### src/rtl/user_reg_arbiter.sv
// Two-master (A = UART decoder, B = fabric) arbiter/sequencer in front of the
// user register bank; serialises accesses and routes read data to the owner.
module user_reg_arbiter #(
  parameter int DATA_WIDTH = 16,
  parameter int ADDR_WIDTH = 16,
  parameter int NUM_REGS   = 16,
  parameter int RD_TIMEOUT = 15
) (
  input  logic                  clk,
  input  logic                  reset,
  input  logic                  a_req,
  input  logic                  a_we,
  input  logic [ADDR_WIDTH-1:0] a_addr,
  input  logic [DATA_WIDTH-1:0] a_wdata,
  output logic                  a_done,
  output logic [DATA_WIDTH-1:0] a_rdata,
  output logic                  a_err,
  input  logic                  b_req,
  input  logic                  b_we,
  input  logic [ADDR_WIDTH-1:0] b_addr,
  input  logic [DATA_WIDTH-1:0] b_wdata,
  output logic                  b_done,
  output logic [DATA_WIDTH-1:0] b_rdata,
  output logic                  b_err,
  output logic [ADDR_WIDTH-1:0] bank_addr,
  output logic [DATA_WIDTH-1:0] bank_wr_data,
  output logic                  bank_wr_valid,
  output logic                  bank_rw,
  output logic                  bank_rd_en,
  input  logic                  bank_rd_valid,
  input  logic [DATA_WIDTH-1:0] bank_rd_data
);

  localparam int CNT_W = $clog2(RD_TIMEOUT + 1);
  localparam logic [CNT_W-1:0] CNT_LAST = CNT_W'(RD_TIMEOUT - 1);

  typedef enum logic [2:0] {IDLE, WRITE, READ, WAIT_RD, DONE} state_t;

  state_t                state_q;
  logic                  owner_q;       // 1 = port B
  logic                  last_grant_q;  // 1 = port B
  logic [CNT_W-1:0]      cnt_q;
  logic                  a_done_q, b_done_q, a_err_q, b_err_q;
  logic [DATA_WIDTH-1:0] a_rdata_q, b_rdata_q;
  logic [ADDR_WIDTH-1:0] bank_addr_q;
  logic [DATA_WIDTH-1:0] bank_wr_data_q;
  logic                  bank_wr_valid_q, bank_rw_q, bank_rd_en_q;

  logic                  any_req_s, grant_b_s, sel_we_s, sel_oor_s;
  logic [ADDR_WIDTH-1:0] sel_addr_s;
  logic [DATA_WIDTH-1:0] sel_wdata_s;
  logic                  fin_s, fin_owner_s, fin_err_s, fin_upd_s;
  logic [DATA_WIDTH-1:0] fin_rdata_s;

  assign any_req_s   = a_req | b_req;
  assign grant_b_s   = b_req & (~a_req | ~last_grant_q);
  assign sel_we_s    = grant_b_s ? b_we    : a_we;
  assign sel_addr_s  = grant_b_s ? b_addr  : a_addr;
  assign sel_wdata_s = grant_b_s ? b_wdata : a_wdata;
  assign sel_oor_s   = (sel_addr_s >= ADDR_WIDTH'(NUM_REGS));

  // Completion decode: when an access finishes this cycle, and with what result.
  always_comb begin
    fin_s       = 1'b0;
    fin_owner_s = owner_q;
    fin_err_s   = 1'b0;
    fin_upd_s   = 1'b0;
    fin_rdata_s = '0;
    case (state_q)
      IDLE: begin
        if (any_req_s && sel_oor_s) begin
          fin_s       = 1'b1;
          fin_owner_s = grant_b_s;
          fin_err_s   = 1'b1;
          fin_upd_s   = 1'b1;
        end else begin
          fin_s = 1'b0;
        end
      end
      WRITE: fin_s = 1'b1;
      WAIT_RD: begin
        if (bank_rd_valid) begin
          fin_s       = 1'b1;
          fin_upd_s   = 1'b1;
          fin_rdata_s = bank_rd_data;
        end else if (cnt_q == CNT_LAST) begin
          fin_s     = 1'b1;
          fin_err_s = 1'b1;
          fin_upd_s = 1'b1;
        end else begin
          fin_s = 1'b0;
        end
      end
      default: fin_s = 1'b0;
    endcase
  end

  // Sequencer FSM; bank strobes and done pulses are set on the transition into their state.
  always_ff @(posedge clk or posedge reset) begin
    if (reset) begin
      state_q         <= IDLE;
      owner_q         <= 1'b0;
      last_grant_q    <= 1'b1;
      cnt_q           <= '0;
      a_done_q        <= 1'b0;
      b_done_q        <= 1'b0;
      a_err_q         <= 1'b0;
      b_err_q         <= 1'b0;
      a_rdata_q       <= '0;
      b_rdata_q       <= '0;
      bank_addr_q     <= '0;
      bank_wr_data_q  <= '0;
      bank_wr_valid_q <= 1'b0;
      bank_rw_q       <= 1'b0;
      bank_rd_en_q    <= 1'b0;
    end else begin
      a_done_q        <= 1'b0;
      b_done_q        <= 1'b0;
      bank_wr_valid_q <= 1'b0;
      bank_rd_en_q    <= 1'b0;
      if (fin_s) begin
        if (fin_owner_s) begin
          b_done_q <= 1'b1;
          b_err_q  <= fin_err_s;
          if (fin_upd_s) b_rdata_q <= fin_rdata_s;
        end else begin
          a_done_q <= 1'b1;
          a_err_q  <= fin_err_s;
          if (fin_upd_s) a_rdata_q <= fin_rdata_s;
        end
      end
      case (state_q)
        IDLE: begin
          if (any_req_s) begin
            owner_q      <= grant_b_s;
            last_grant_q <= grant_b_s;
            if (sel_oor_s) begin
              state_q <= DONE;
            end else if (sel_we_s) begin
              state_q         <= WRITE;
              bank_wr_valid_q <= 1'b1;
              bank_rw_q       <= 1'b0;
              bank_addr_q     <= sel_addr_s;
              bank_wr_data_q  <= sel_wdata_s;
            end else begin
              state_q      <= READ;
              bank_rd_en_q <= 1'b1;
              bank_rw_q    <= 1'b1;
              bank_addr_q  <= sel_addr_s;
            end
          end
        end
        WRITE: state_q <= DONE;
        READ: begin
          state_q <= WAIT_RD;
          cnt_q   <= '0;
        end
        WAIT_RD: begin
          if (fin_s) begin
            state_q   <= DONE;
            bank_rw_q <= 1'b0;
          end else begin
            cnt_q <= cnt_q + CNT_W'(1);
          end
        end
        DONE:    state_q <= IDLE;
        default: state_q <= IDLE;
      endcase
    end
  end

  assign a_done        = a_done_q;
  assign a_rdata       = a_rdata_q;
  assign a_err         = a_err_q;
  assign b_done        = b_done_q;
  assign b_rdata       = b_rdata_q;
  assign b_err         = b_err_q;
  assign bank_addr     = bank_addr_q;
  assign bank_wr_data  = bank_wr_data_q;
  assign bank_wr_valid = bank_wr_valid_q;
  assign bank_rw       = bank_rw_q;
  assign bank_rd_en    = bank_rd_en_q;

endmodule

### config.mk
export PLATFORM = sky130hd
export DESIGN_NAME = user_reg_arbiter
export DESIGN_NICKNAME = d
export VERILOG_FILES = /design/src/rtl/user_reg_arbiter.sv
export SDC_FILE = /design/constraint.sdc
export NUM_CORES = 1
export LEC_CHECK = 0
export CORE_UTILIZATION = 25
export CTS_BUF_LIST = sky130_fd_sc_hd__clkbuf_4 sky130_fd_sc_hd__clkbuf_8
export DETAILED_ROUTE_END_ITERATION = 7
export GPL_ROUTABILITY_DRIVEN = 0
export HOLD_SLACK_MARGIN = 0.08
export PLACE_DENSITY = 0.58
export RECOVER_POWER = 50
export SYNTH_ARGS = -nofsm -noshare
export SYNTH_HDL_FRONTEND = slang
export SYNTH_SLANG_ARGS = --single-unit
### constraint.sdc
create_clock -name clk -period 3.5 [get_ports clk]
set_input_delay 0.35 -clock clk [delete_from_list [all_inputs] [get_ports clk]]
set_output_delay 0.35 -clock clk [all_outputs]
set_load 0.03 [all_outputs]
**Word-level counts from Yosys, hierarchy flattened**

Index checks and enable logic that the tools add are counted.

- Reductions and logical operators: 14
- Equal/unequal tests: 8
- Muxes and demuxes: 37
- Bitwise operators: 7
- $lt $le $gt $ge: 1
- Add/sub/neg operators: 1

Operators with widths:

| cell | count |
|---|---|
| $mux W16 | 4 |
| $mux W1 | 22 |
| $ge A16 B5 Y1 const B | 1 |
| $pmux W3 S4 | 1 |
| $reduce_and A2 Y1 | 5 |
| $mux W3 | 3 |
| $reduce_and A3 Y1 | 3 |
| $ne A2 B2 Y1 const B | 4 |
| $pmux W4 S2 | 1 |
| $reduce_and A4 Y1 | 2 |
| $eq A3 B2 Y1 const B | 2 |
| $pmux W1 S2 | 3 |
| $add A4 B1 Y4 const B | 1 |
| $eq A4 B4 Y1 const B | 1 |
| $mux W4 | 1 |
| $not A1 Y1 | 4 |
| $reduce_bool A2 Y1 | 2 |
| $eq A3 B1 Y1 const B | 1 |
| $logic_not A3 Y1 | 1 |
| $pmux W1 S3 | 1 |
| $mux W2 | 1 |
| $or A1 B1 Y1 | 2 |
| $and A1 B1 Y1 | 1 |
| $logic_and A1 B1 Y1 | 1 |

- Logic and storage cells: 83
- Input bits: 87
- Register bits: 80

**Logic depth before layout (Yosys ltp)**

Gate-level depths: netlist of the first run.

- Word-level depth: 10
- Depth in mapped cells: 8
- Depth with buffers taken out: 7

**Worst setup path before layout of the first run**

OpenSTA, ideal clock, no wires.

- Kind: register -> register
- Start point: register cnt_q[0]
- End point: register b_rdata_q[0], in the netlist b_rdata[0]
- Path slack: 1.678 ns
- Cell stages (with the launch flop): 8
- Data required time: 3.368 ns
- Arrival time: 1.690 ns
- Path buffers: 1
- Cells stage by stage: dfrtp_1 > inv_1 > ha_1 > a31oi_2 > nor2_1 > a32oi_1 > clkbuf_1 > o21ai_1

- Longest elaborated chain between the ends: 5
- Elaborated cells on any way between the ends: 6
- Those cells by class: eq/ne: 1; mux: 4; reduce/logical: 1

RTL lines:

| item | line | source |
|---|---|---|
| from (decl) | 42 | `logic [CNT_W-1:0] cnt_q;` |
| from (signal assigned) | 163 | `cnt_q <= cnt_q + CNT_W'(1);` |
| $eq A4 B4 Y1 (*) | 86 | `end else if (cnt_q == CNT_LAST) begin` |
| $mux W1 (*) | 86 |  |
| $mux W1 (*) | 82 | `if (bank_rd_valid) begin` |
| $pmux W1 S3 / $pmux W1 S2 (equally long branches) | 69 | `case (state_q)` |
| $reduce_and A3 Y1 (no line) (*) | - |  |
| to (signal assigned) | 125 | `if (fin_upd_s) b_rdata_q <= fin_rdata_s;` |
| to (decl) | 44 | `logic [DATA_WIDTH-1:0] a_rdata_q, b_rdata_q;` |

Every way passes the cells marked *; elsewhere a longest branch is shown, timed or not.
A chain may end at the register's enable or synchronous reset.

==> results_dict.tcl, run 1 <==
set metrics [dict create \
    critPathBufInv 2 \
    max_clock_freq_mhz 408 \
    hold_buffers 0 \
    finalSetupViolations 0 \
    port_buffers 157 \
    grt_max_degree 61 \
    numCtsBuffers 9 \
    cp-start-kind "primary input" \
    io-pin-count 158 \
    cts_setup_buffers 0 \
    whs_ns 0.476 \
    maxCapViolCount 1 \
    cts_htree_levels 3 \
    cts_num_sinks 80 \
    crit_path_cell_trace "clkdlybuf4s50_1, inv_1" \
    post_cts_resized 0 \
    status "finished, violations left" \
    path_max_fanout 60 \
    worst_pin_slew_ns 2.34 \
    place_area_um2 5150 \
    grt_first_pass_wirelength_mm 16.4 \
    rsz0062_at_grt "no" \
    worst-r2r-cell-count 6 \
    path_depth 2 \
    antenna_cells 0 \
    hold_viol 0 \
    cts_max_path_buffers 2 \
    regArea_um2 2000 \
    p_total_mw 1.93 \
    dieArea_um2 13900 \
    fin_area_um2 5360 \
    coreArea_um2 13200 \
    drtAntennaViolNets 0 \
    synth_cell_types 39 \
    vias 3052 \
    ys_seq_area_share_pct 59.6 \
    vias_per_cell 4.45 \
    initial_core_util_pct 25.5 \
    hpwl_mm 7.30 \
    yosys_warnings 0 \
    final_common_cell "clkdlybuf4s50_1" \
    met3_usage_pct 2.81 \
    maxSlewViolCount 61 \
    syn_avg_cell_area_um2 9.61 \
    area_delta_synth_final_pct 59.2 \
    hold_class "flop to flop" \
    synth.ff_latch_count 80 \
    die_w_um 118 \
    dp_slack_ns 0.768 \
    p_leak_nw 2.37 \
    drt_iter0_markers 202 \
    grt_busiest_layer "met2" \
    skew_ns 0.00866 \
    final_core_util_pct 40.6 \
    drive_above_1_share_pct 6.27 \
    failed_checks "max-capacitance violations, max-slew violations" \
    netlist_area_um2 3360 \
    arrival_ns 2.42 \
    layoutNonFillerInstCount 686 \
    wirelength_mm 9.95 \
    ir_drop_v 0.000148 \
    routedWlPerCell_um 14.5 \
    slowest_delay_ns 1.65 \
    multi_input_area_um2 1290 \
    layout_setup_ws_ns 1.05 \
    root_buffer "clkbuf_8" \
    mostFrequentLayoutCells "clkdlybuf4s50_1 (124), nand2_1 (97), dfrtp_1 (79)" \
    grt_usage_pct 14.9 \
    holdPathStages 2 \
    drc 0 \
    drt_first_pass_iters 5 \
    grt_pass1_vias 3102 \
    worstPathRequired_ns 3.47 \
    clkTransAtPathRegs_ns 0.08 \
    cp_top_family "buffers and inverters" \
    endpoint_kind "asynchronous set/reset pin" \
    cts_tree "yes" \
    slowest_stage "inv_1" \
    grt_use_met1_pct 19.4 \
    p_per_area_nw_per_um2 361 \
    nets 595 \
    crit_type "primary input to asynchronous set/reset pin" \
    gr-total-overflow 0 \
    synthCells 350 \
    synth_nets 439 \
    fin_crit_sh_pct 70.0 \
    period_needed_ns 2.45 \
    die_y_um 118 \
    slew-limit-headroom_pct -55.9 \
    fill_cells 1273 \
    grt_use_met2_pct 24.5 \
    dp_cells 671 \
    fin_tns_setup_ns 0 \
    clock_latency_ns 0.34 \
    antenna_found_initial 0 \
    rows 42 \
]
==> layout make-up <==
| cell class | count | share of cell area (%) |
|---|---|---|
| Timing Repair Buffer | 164 | 30.3 |
| Clock inverter | 4 | 1.31 |
| Inverter | 3 | 0.210 |
| Multi-Input combinational cell | 248 | 24.0 |
| Tap cell | 176 | 4.11 |
| Sequential cell | 80 | 37.4 |
| Clock buffer | 11 | 2.59 |
==> kinds of logic after synthesis <==
group | share of synthesized area (%)
muxes | 0.595
AOI/OAI and AO/OA | 15.3
buffers and inverters | 2.90
adders and majority gates | 0.744
and+or+nand+nor | 20.9
DFF | 59.6
==> sequential cells by signal, summed over array words and instances, names as in the netlist <==
name           cells
bank_addr         16
a_err              1
bank_wr_data      16
bank_rw            1
state_q            3
bank_wr_valid      1
owner_q            1
b_done             1
b_rdata           16
b_err              1
cnt_q              4
last_grant_q       1
a_rdata           16
a_done             1
bank_rd_en         1
==> synthesized netlist by cell type <==
master,number,area (um^2)
o41ai_1,2,17.5
a31oi_2,1,12.5
ha_1,2,25.0
nand4b_1,1,8.76
buf_4,2,15.0
nand2_1,97,364
a21bo_1,1,10.0
a32oi_1,1,8.76
a31oi_1,25,156
clkbuf_1,10,37.5
a211o_1,2,17.5
o31a_1,1,8.76
nand2b_1,2,12.5
and3_1,2,12.5
a211oi_2,1,12.5
a21boi_2,1,11.3
o21ai_1,11,55.1
a32o_1,1,10.0
nand3_1,4,20.0
a21o_1,1,7.51
o21ai_0,28,140
mux2i_1,2,20.0
nand3b_1,2,15.0
and2_1,2,12.5
nor2_1,26,97.6
nand4_2,1,12.5
buf_2,6,30.0
nor3_1,3,15.0
a31o_2,2,17.5
nand4_1,1,6.26
buf_1,1,3.75
dfrtp_1,79,1980
inv_1,3,11.3
o21a_1,1,7.51
nor4b_1,1,8.76
a21oi_1,4,20.0
dfstp_2,1,26.3
nor4_1,7,43.8
nor2b_1,12,75.1
==> path summary, 6_finish.rpt <==
kind | slack (ns) | to | from
worst max-delay path | 1.05 | bank_addr[8] | reset
worst min-delay path | 0.48 | b_rdata[3] | b_rdata[3]
worst max register to register | 1.07 | bank_addr[0] | state_q[0]
worst min register to register | 0.48 | b_rdata[3] | b_rdata[3]
max in group clk | 1.07 | bank_addr[0] | state_q[0]
min in group asynchronous | 1.12 | bank_addr[0] | reset
==> worst reg2reg max path, delay by kind of cell, from the launching register on <==
family / cells / cell delay [ns]
simple gates: 2 / 0.45
buf+inv: 1 / 0.28
compound gates: 3 / 1.11
flops: 1 / 0.52
==> layer usage <==
layer,wire length (um),vias up
met4,123,0
met1,4580,1464
met3,349,11
met2,4900,63
li1,-,1514
met5,0,-
==> report_power, final <==
| part | switching, mW | internal [mW] |
|---|---|---|
| Clock | 0.324 | 0.412 |
| Sequential | 0.0120 | 0.938 |
| Combinational | 0.125 | 0.123 |
(Power assumes the default switching activity.)
==> run 2: changes to the inputs <==
==> constraint.sdc (replaced) <==
create_clock -name clk -period 2.5 [get_ports clk]
set_input_delay 0.25 -clock clk [delete_from_list [all_inputs] [get_ports clk]]
set_output_delay 0.25 -clock clk [all_outputs]
set_load 0.03 [all_outputs]
==> results_dict.tcl, run 2 (synthesis results as in run 1) <==
set metrics [dict create \
    r2r_end "bank_wr_data[3]" \
    vias 3082 \
    worst_pin_slew_ns 1.84 \
    p_leak_nw 2.38 \
    coreArea_um2 13200 \
    antenna_cells 0 \
    final_core_util_pct 41.0 \
    reg2reg_slack_ns 0.46 \
    drt_iter0_markers 211 \
    worstSetupStartpoint "state_q[0]" \
    grt_first_pass_wirelength_mm 16.1 \
    die_y_um 118 \
    drive_above_1_share_pct 7.02 \
    status "finished, violations left" \
    wirelength_mm 9.89 \
    die_w_um 118 \
    worst-r2r-cell-count 6 \
    rows 42 \
    p_per_area_nw_per_um2 484 \
    routedWlPerCell_um 14.3 \
    maxCapViolCount 1 \
    max_clock_freq_mhz 490 \
    r2r_start "state_q[0]" \
    fill_cells 1297 \
    grt_pass1_vias 3107 \
    ir_drop_v 0.000180 \
    failed_checks "max-capacitance violations, max-slew violations" \
    hold_buffers 0 \
    period_needed_ns 2.04 \
    port_buffers 157 \
    clock_latency_ns 0.35 \
    final_common_cell "clkdlybuf4s50_1" \
    cp-start-kind "flop" \
    fin_crit_sh_pct 81.6 \
    drt_first_pass_iters 5 \
    gr-total-overflow 0 \
    grt_max_degree 43 \
    cp-endpoint "bank_wr_data[3]" \
    grt_usage_pct 14.8 \
    mostFrequentLayoutCells "clkdlybuf4s50_1 (122), nand2_1 (97), dfrtp_1 (79)" \
    fin_tns_setup_ns 0 \
    regArea_um2 2000 \
    initial_core_util_pct 25.5 \
    arrival_ns 2.31 \
    skew_ns 0.00699 \
    cts_tree "yes" \
    post_cts_resized 0 \
    hold_class "primary input to flop" \
    numCtsBuffers 9 \
    slew-limit-headroom_pct -23.3 \
    vias_per_cell 4.47 \
    finalSetupViolations 0 \
    maxSlewViolCount 39 \
    endpoint_kind "flop" \
    nets 598 \
    crit_type "flop to flop" \
    multi_input_area_um2 1290 \
    worstPathRequired_ns 2.77 \
    cts_setup_buffers 0 \
    rsz0062_at_grt "no" \
    path_max_fanout 33 \
    drc 0 \
    hold_viol 0 \
    clkTransAtPathRegs_ns 0.08 \
    drtAntennaViolNets 0 \
    cts_max_path_buffers 2 \
    cts_num_sinks 80 \
    dieArea_um2 13900 \
    hpwl_mm 7.38 \
    root_buffer "clkbuf_8" \
    antenna_found_initial 0 \
    area_delta_synth_final_pct 60.7 \
    io-pin-count 158 \
    cts_htree_levels 3 \
]
==> run 2: changes by cell type in the layout (fill, tap and decap cells not counted), moves of 2 or more <==
cell	before	now
clkdlybuf4s50_1	124	122
clkbuf_4	2	0
buf_12	0	4
dlygate4sd3_1	33	35
==> run 2: where the power goes <==
part | total (mW) | internal, mW | switching [mW]
clock | 0.921 | 0.452 | 0.468
combinational | 0.365 | 0.186 | 0.179
sequential | 1.33 | 1.31 | 0.0160
==> run 2: final cells by class <==
type	instances	area share [%]
Clock inverter	6	1.13
Multi-Input combinational cell	248	23.8
Timing Repair Buffer	167	31.4
Inverter	3	0.231
Sequential cell	80	37.1
Tap cell	176	4.07
Clock buffer	9	2.29
==> run 2: how the worst min path moves through the flow <==
stage                      startpoint               end  slack, ns  depth (start not counted)
final                     b_wdata[11]  bank_wr_data[11]       0.46                          3
after global routing       b_wdata[8]   bank_wr_data[8]       0.45                          3
after CTS                       reset          cnt_q[3]       0.34                          2
after detailed placement   b_rdata[9]        b_rdata[9]       0.47                          2
after global placement     a_rdata[7]        a_rdata[7]       0.46                          2
after floorplan                 a_req      last_grant_q       0.32                          1
==> run 2: stage by stage <==
stage               area [um^2]  std cells  hold slack [ns]  setup slack [ns]  power [mW]
floorplan                  3360        350            0.320             0.200        1.50
finish                     5410        689            0.456             0.461        2.61
global placement           5220        674            0.464             0.197        1.72
detailed placement         5220        674            0.471            0.0884        1.73
global route               5410        689            0.452             0.312        2.74
CTS                        5410        689            0.336             0.469        2.66
==> run 2: critical path, stage by stage, from the launching register on <==
cell	delay, ns
dfrtp_1	0.52
nor3_1	0.41
o21ai_1	0.28
a211oi_4	0.31
buf_12	0.21
nor2_1	0.06
a31oi_1	0.14
==> run 2: routing by layer <==
layer,global-route usage [%],wire length (um),vias to the layer above,share of wire (%)
met4,6.97,199,0,2.0
met1,18.5,4310,1463,44
met5,0,0,-,0
li1,-,-,1521,-
met3,2.52,432,15,4.4
met2,24.8,4940,83,50
